[src/rtl/uart_pkg.sv]
// Shared UART definitions: FSM state encoding, line idle level and default frame constants
// used by both the transmitter and the receiver.
package uart_pkg;

    typedef enum logic [1:0] {
        StIdle  = 2'd0,
        StStart = 2'd1,
        StData  = 2'd2,
        StStop  = 2'd3
    } uart_state_e;

    localparam logic        UART_IDLE_LVL     = 1'b1;
    localparam int unsigned UART_CLKS_PER_BIT = 16;
    localparam int unsigned UART_DATA_BITS    = 8;

endpackage

[src/rtl/uart_bit_timer.sv]
// Free-running per-bit down-counter; bit_end_o marks the last clock of each serial bit.
// restart_i realigns the bit boundary so that a full bit period starts on the next cycle.
module uart_bit_timer
    import uart_pkg::*;
#(
    parameter int unsigned CLKS_PER_BIT = UART_CLKS_PER_BIT
) (
    input  logic clk,
    input  logic rst_n,
    input  logic restart_i,
    output logic bit_end_o
);

    localparam int unsigned   CntW   = (CLKS_PER_BIT > 1) ? $clog2(CLKS_PER_BIT) : 1;
    localparam logic [CntW-1:0] CntMax = CntW'(CLKS_PER_BIT - 1);

    logic [CntW-1:0] cnt_q, cnt_d;

    always_comb begin
        cnt_d = cnt_q;
        if (restart_i || (cnt_q == '0)) begin
            cnt_d = CntMax;
        end else begin
            cnt_d = cnt_q - CntW'(1);
        end
    end

    assign bit_end_o = (cnt_q == '0);

    always_ff @(posedge clk or negedge rst_n) begin
        if (!rst_n) begin
            cnt_q <= '0;
        end else begin
            cnt_q <= cnt_d;
        end
    end

endmodule

[src/rtl/uart_tx.sv]
// UART transmitter, LSB first, idle-high line, valid/ready input with a one-entry holding
// register so a byte offered mid-frame follows the current frame with no idle gap.
module uart_tx
    import uart_pkg::*;
#(
    parameter int unsigned CLKS_PER_BIT = UART_CLKS_PER_BIT,
    parameter int unsigned DATA_BITS    = UART_DATA_BITS,
    parameter int unsigned STOP_BITS    = 1
) (
    input  logic       clk,
    input  logic       rst_n,
    input  logic       tx_valid,
    input  logic [7:0] tx_data,
    output logic       tx_ready,
    output logic       txd,
    output logic       tx_busy,
    output logic       tx_done
);

    localparam int unsigned     IdxW     = $clog2(DATA_BITS + 1);
    localparam logic [IdxW-1:0] LastData = IdxW'(DATA_BITS - 1);
    localparam logic [IdxW-1:0] LastStop = IdxW'(STOP_BITS - 1);

    uart_state_e          state_q, state_d;
    logic [DATA_BITS-1:0] shift_q, shift_d;
    logic [DATA_BITS-1:0] hold_q, hold_d;
    logic                 hold_full_q, hold_full_d;
    logic [IdxW-1:0]      idx_q, idx_d;
    logic                 txd_q, txd_d;
    logic                 hs, restart, bit_end, load_direct;

    // tx_ready depends only on a flop, so there is no path from tx_valid back to tx_ready.
    assign tx_ready = ~hold_full_q;
    assign hs       = tx_valid & ~hold_full_q;

    uart_bit_timer #(
        .CLKS_PER_BIT(CLKS_PER_BIT)
    ) u_bit_timer (
        .clk      (clk),
        .rst_n    (rst_n),
        .restart_i(restart),
        .bit_end_o(bit_end)
    );

    always_comb begin
        state_d     = state_q;
        shift_d     = shift_q;
        hold_d      = hold_q;
        hold_full_d = hold_full_q;
        idx_d       = idx_q;
        txd_d       = txd_q;
        restart     = 1'b0;
        load_direct = 1'b0;
        tx_done     = 1'b0;

        unique case (state_q)
            StIdle: begin
                txd_d = UART_IDLE_LVL;
                if (hs) begin
                    load_direct = 1'b1;
                end
            end
            StStart: begin
                if (bit_end) begin
                    state_d = StData;
                    idx_d   = '0;
                    txd_d   = shift_q[0];
                end
            end
            StData: begin
                if (bit_end) begin
                    if (idx_q == LastData) begin
                        state_d = StStop;
                        idx_d   = '0;
                        txd_d   = UART_IDLE_LVL;
                    end else begin
                        idx_d   = idx_q + IdxW'(1);
                        shift_d = shift_q >> 1;
                        txd_d   = shift_q[1];
                    end
                end
            end
            StStop: begin
                if (bit_end) begin
                    if (idx_q == LastStop) begin
                        tx_done = 1'b1;
                        if (hold_full_q) begin
                            shift_d     = hold_q;
                            hold_full_d = 1'b0;
                            state_d     = StStart;
                            txd_d       = ~UART_IDLE_LVL;
                        end else if (hs) begin
                            // Byte arriving as the frame ends starts immediately, no idle cycle.
                            load_direct = 1'b1;
                        end else begin
                            state_d = StIdle;
                        end
                    end else begin
                        idx_d = idx_q + IdxW'(1);
                    end
                end
            end
            default: state_d = StIdle;
        endcase

        if (load_direct) begin
            shift_d = tx_data[DATA_BITS-1:0];
            state_d = StStart;
            txd_d   = ~UART_IDLE_LVL;
            restart = 1'b1;
        end else if (hs && (state_q != StIdle)) begin
            hold_d      = tx_data[DATA_BITS-1:0];
            hold_full_d = 1'b1;
        end
    end

    always_ff @(posedge clk or negedge rst_n) begin
        if (!rst_n) begin
            state_q     <= StIdle;
            shift_q     <= '0;
            hold_q      <= '0;
            hold_full_q <= 1'b0;
            idx_q       <= '0;
            txd_q       <= UART_IDLE_LVL;
        end else begin
            state_q     <= state_d;
            shift_q     <= shift_d;
            hold_q      <= hold_d;
            hold_full_q <= hold_full_d;
            idx_q       <= idx_d;
            txd_q       <= txd_d;
        end
    end

    assign txd     = txd_q;
    assign tx_busy = (state_q != StIdle);

endmodule

[config.mk]
export PLATFORM = sky130hd
export DESIGN_NAME = uart_tx
export DESIGN_NICKNAME = d
export VERILOG_FILES = /design/src/rtl/uart_pkg.sv /design/src/rtl/uart_bit_timer.sv /design/src/rtl/uart_tx.sv
export SDC_FILE = /design/constraint.sdc
export NUM_CORES = 1
export LEC_CHECK = 0
export ABC_AREA = 0
export CAP_MARGIN = 20
export CORE_AREA = 2 2 61 63
export CTS_CLUSTER_SIZE = 8
export DETAILED_ROUTE_END_ITERATION = 6
export DIE_AREA = 0 0 63 65
export GPL_TIMING_DRIVEN = 0
export PLACE_DENSITY = 0.77
export SETUP_SLACK_MARGIN = 0.15
export SLEW_MARGIN = 15
export SYNTH_ARGS = -nofsm -noshare
export SYNTH_HDL_FRONTEND = slang
export SYNTH_SLANG_ARGS = --single-unit
[constraint.sdc]
create_clock -name clk -period 2 [get_ports clk]
set_clock_uncertainty 0.1 [all_clocks]
set_input_delay 0.5 -clock clk [delete_from_list [all_inputs] [get_ports clk]]
set_output_delay 0.5 -clock clk [all_outputs]
set_load 0.01 [all_outputs]
# --- Word-level counts from Yosys, hierarchy flattened ---
# Cells that the tools add are included.
op_classes:
  add_sub_neg: 2
  reduce_logical: 14
  n_eq_ne: 16
  bitwise_logic: 3
  muxes: 45
ops:
  columns: ["op", "count"]
  rows:
  - ["$mux 8", 6]
  - ["$mux 4", 6]
  - ["$ne 3x3->1 const B", 7]
  - ["$mux 1", 20]
  - ["$mux 2", 8]
  - ["$pmux 8 s2", 1]
  - ["$pmux 4 s3", 1]
  - ["$reduce_and 5->1", 2]
  - ["$logic_not 4->1", 2]
  - ["$ne 2x2->1 const B", 4]
  - ["$reduce_and 7->1", 1]
  - ["$pmux 2 s3", 1]
  - ["$reduce_and 6->1", 1]
  - ["$reduce_bool 3->1", 2]
  - ["$add 4x1->4 const B", 1]
  - ["$eq 2x2->1 const B", 2]
  - ["$eq 4x3->1 const B", 1]
  - ["$ne 4x4->1 const B", 1]
  - ["$pmux 1 s4", 1]
  - ["$reduce_bool 4->1", 1]
  - ["$sub 4x1->4 const B", 1]
  - ["$eq 2x1->1 const B", 1]
  - ["$logic_not 2->1", 1]
  - ["$not 1->1", 2]
  - ["other kinds (6)", 6]
word_totals:
  input_bits: 11
  register_bits: 28
  elab_cells: 87
  output_inout_bits: 4

# --- Depth between registers and ports, before layout ---
depth:
  ltp_word: 10
  mapped_depth: 11
  ltp_nobuf: 9

# --- By module ---
# A second synthesis with hierarchy kept.
hier_totals:
  cells_unflattened: 142
  hier_area_um2: 1625.3
by_module_without_submodules:
  columns: ["mod", "seq_area_each_um2", "n_inst", "area_each_um2", "cells_each"]
  rows:
  - ["uart_tx", 601.8, 1, 1440.1, 126]
  - ["uart_bit_timer", 100.1, 1, 185.2, 16]

# --- Least setup slack after synthesis ---
# OpenSTA, ideal clock, no wires.
synth_timing:
  kind: "register to register"
  from: "register state_q[0]"
  to: "register state_q[1]"
  path_slack_ns: -0.018
  path_stages_with_launch: 8
  synth_period_minus_slack_ns: 2.018
  t_arrival_ns: 1.783
  cell_sequence: "dfrtp_1 -> inv_1 -> ha_1 -> nor3b_1 -> o21a_4 -> buf_6 -> o21ai_0 -> o2bb2ai_1"
synth_between:
  elab_chain_len: 4
synth_rtl:
  columns: ["element", "line", "text"]
  rows:
  - ["start, declared", "uart_tx.sv:24", "uart_state_e state_q, state_d;"]
  - ["start signal, assigned", "uart_tx.sv:119", "state_q <= StIdle;"]
  - ["start signal, assigned", "uart_tx.sv:126", "state_q <= state_d;"]
  - ["$eq 2x2->1 or $logic_not 2->1 (tied branches)", "uart_tx.sv:56", "unique case (state_q)"]
  - ["$pmux 1 s2", "uart_tx.sv:56", null]
  - ["$ne 4x4->1 (no line), or another cell as far along", null, null]
  - ["$reduce_and 7->1 (no line)", null, null]
# Parallel ways exist; a longest one is shown, timed or not.
# A chain may end at the register's enable or synchronous reset.

# --- Final worst setup path ---
layout_timing:
  from: "register idx_q[1]"
  to: "output port tx_done"
layout_between:
  elab_chain_len: 4
layout_rtl:
  columns: ["element", "line", "text"]
  rows:
  - ["start, declared", "uart_tx.sv:28", "logic [IdxW-1:0] idx_q, idx_d;"]
  - ["start signal, assigned", "uart_tx.sv:130", "idx_q <= idx_d;"]
  - ["$logic_not 4->1", "uart_tx.sv:85", "if (idx_q == LastStop) begin"]
  - ["$mux 1", "uart_tx.sv:85", null]
  - ["$mux 1", "uart_tx.sv:84", "if (bit_end) begin"]
  - ["$mux 1", "uart_tx.sv:56", null]
  - ["end, declared", "uart_tx.sv:17", "output logic tx_done"]
# No other way between the ends.

==> summary.txt <==
Outcome
  • Status: finished, violations left
  • Failing checks: negative setup slack

STA
  • Final Max Slew Viols: 0
  • Worst setup margin: -0.210 ns
  • Final setup viols: 20
  • Fin crit share: 110%
  • Final Hold Viols: 0
  • Slew at the pin with the worst max-slew slack: roughly 0.62 ns
  • FMAX: roughly 450 MHz
  • Max-slew headroom: between 50% and 60%
  • Min Tclk post-route: 2.21 ns
  • Unrepaired setup endpoints after global routing: yes

Synthesis
  • Mapped Cells: 164
  • Synth async-reset ratio: 100%
  • Post-synth net total: 184
  • Dominant cells by area after synthesis: dfrtp_1 40%, ha_1 6.7%, mux2_2 4.7%, nand2_1 4.7%, o21ai_0 4.5%
  • Cell variety after synth: 47
  • Most frequent cells after synthesis: 27 x dfrtp_1, 21 x nand2_1, 15 x o21ai_0
  • Ys flop type: dfrtp_1
  • Sequential fraction of the synthesis area: 41.7%
  • Synth area leader: dfrtp_1
  • Number of flops mapped to enable cells by yosys: 0
  • Most frequent cell after synthesis: dfrtp_1
  • Yosys warnings: 0
  • Synthesized area per cell: 10.3 um^2
  • Top cell type's share of synthesized area: between 40 and 50%
  • Flip-flop and latch count after synthesis: 28
  • Area of the mapped netlist: 1680 um^2

Floorplanning
  • Io pins: 15
  • Die Span Y: roughly 65 um
  • Core ar.: 3500 um^2
  • Starting Density: 48.1%
  • Die width: around 63 um
  • Area of the die: between 4000 and 5000 um^2
  • FP Rows: 22

Worst setup path
  • Reg2Reg Depth: 9
  • Worst R2R End: hold_q[1]$_DFFE_PN0P_
  • Slowest cell on crit path: dfrtp_1
  • Crit path required time: roughly 1.4 ns
  • CP max stage delay: 0.42 ns
  • Worst Setup SP: idx_q[1]$_DFFE_PN0P_
  • Worst setup SP type: flip-flop
  • Flop2flop setup slack: -0.14 ns
  • R2R Path Start: idx_q[1]$_DFFE_PN0P_
  • WS Path Type: flip-flop to output pin
  • Cells along the critical path: inv_2 > ha_4 > nor3b_4 > and2_4 > nand2_4 > inv_4 > buf_6
  • CP Max Fanout: 2
  • Critical Path End Type: output pin
  • Worst EP arrival: 1.61 ns

Final layout
  • Finished Cell Area: about 2400 um^2
  • Non-filler cells, final: around 260
  • ANT cells: 0
  • Layout Nets: between 200 and 250
  • Fraction of final layout cells sized beyond drive strength 1: approximately 44%
  • Area growth from synthesis to layout: 43.4%

Clocking
  • # hold bufs at CTS: 0
  • CTS tree: done
  • Clock Path Buffers: 2
  • Clock transition at path regs: 0.15 ns
  • Cts bufs inserted: 3
  • Root buffer cell: clkbuf_4
  • Htree depth: 1
  • Worst-Skew Late Latency: about 0.33 ns
  • Clock sinks: 28

Drt
  • DR WL/cell: about 18 um
  • DR DRC count: 0
  • TritonRoute pass-1 iters: 4
  • Routed vias/inst: between 5 and 6
  • Routed wire length: roughly 4600 um
  • Drt initial violations: 57
  • Routed Antenna Nets: 0
  • Vias: about 1500

Pwr
  • Leakage: around 1.1 nW
  • PD cells: 349 nW/um^2
  • Worst IR Drop VDD: approximately 0.52 mV

Place
  • DP Wirelength: between 2000 and 3000 um
  • Cell area after placement: approximately 1900 um^2
  • Count of input and output buffers: 14
  • GPL Wtd Cong: about 0.87
  • Placed cells: about 230

GRT
  • Largest net degree at the start of global routing: 29
  • First-pass GRT wire length: approximately 7100 um
  • GR peak layer: met2
  • Vias in the first global route: approximately 1500
  • Met1 Resource Use GR: 25.3%
  • Tot GR Track Use: a little over a fifth
  • Initial antenna violation count: 0
  • Met3 Use GR: under 10%
  • Overflow after GRT: 0
  • Grt met2 use: between 40% and 50%

Min path
  • Min-delay worst type: input port to async pin

Run
  • MaxCap Viol Count: 0
## power breakdown
group          internal [mW]  switching, mW  leakage (nW)
clock                 0.0781          0.165        0.0150
sequential             0.566              0         0.331
combinational         0.0177         0.0165         0.725
total                  0.662          0.181          1.07
## final cells by class
class,instances,area [um^2]
timing repair buffer,45,419
inverter,10,47.5
clock buffer,4,26.3
buffer,6,61.3
multi-input combinational,120,1090
tap,48,60.1
sequential,28,704
fill,244,1080
## cells by family after synthesis
group,synth area share [%]
adders and majority gates,6.69
xor gates and xnor gates,1.04
muxes,9.52
DFF,41.7
buffers and inverters,5.35
and+or+nand+nor,16.8
AOI/OAI and AO/OA,18.9
## critical path, delay by kind of cell (launching register included)
family | cells | cell delay, ns
flops | 1 | 0.42
buf+inv | 3 | 0.24
simple gates | 3 | 0.49
fa+ha+maj | 1 | 0.14
## metal layers
layer	vias to the layer above	share of wire [%]
met4	0	2.4
met1	770	39
li1	686	-
met2	44	55
met3	10	3.9
met5	-	0
## registers in the layout, summed over array words and instances, names as in the netlist
signal	count
state_q	2
hold_full_q	1
u_bit_timer.cnt_q	4
shift_q	8
idx_q	4
hold_q	8
txd	1
## metrics by stage
| stage | total power [mW] | hold slack, ns | setup TNS (ns) | setup WS (ns) | utilization, % |
|---|---|---|---|---|---|
| finish | 0.843 | 0.0607 | -1.90 | -0.210 | 69.0 |
| global route | 0.868 | 0.0965 | -3.25 | -0.267 | 69.0 |
| CTS | 0.845 | 0.0835 | -1.14 | -0.154 | 67.5 |
| detailed placement | 0.610 | 0.350 | -3.89 | -0.440 | 54.8 |
| global placement | 0.610 | 0.344 | -5.43 | -0.391 | 54.9 |
| floorplan | 0.578 | 0.104 | 0 | 0.0353 | - |
## worst max-delay path by stage
stage	endpoint	slack, ns
after floorplan	hold_q[0]$_DFFE_PN0P_	0.04
after global placement	tx_done	-0.39
after detailed placement	tx_done	-0.44
after CTS	tx_done	-0.15
after global routing	tx_done	-0.27
final	tx_done	-0.21
## timing repair
item / CTS / global route
gates resized for setup: 59 / 13
hold endpoints to repair: 0 / 0
endpoints found under the setup margin: 28 / 26
gates cloned: 1 / 0
buffers inserted: 28 / 2
pin swaps: 15 / 4
## layout by cell type (no fill, tap or decap), types with 2 or more instances in the layout
cell / n
dfrtp_1: 25
buf_4: 23
nand2_1: 21
buf_6: 12
o21ai_1: 11
clkdlybuf4s50_1: 9
mux2_4: 8
mux2i_1: 7
o21ai_2: 7
o21ai_0: 6
ha_4: 6
inv_2: 5
nor2_1: 4
nor3b_4: 3
a21oi_1: 3
nor3_1: 3
nand3b_1: 3
a21oi_2: 3
nand3_1: 3
ha_1: 3
clkbuf_4: 3
inv_1: 2
xnor2_1: 2
inv_4: 2
buf_2: 2
nand2b_1: 2
a22o_1: 2
dfrtp_2: 2
dlygate4sd2_1: 2
buf_12: 2
No activity file was read; power rests on OpenSTA's default activity.
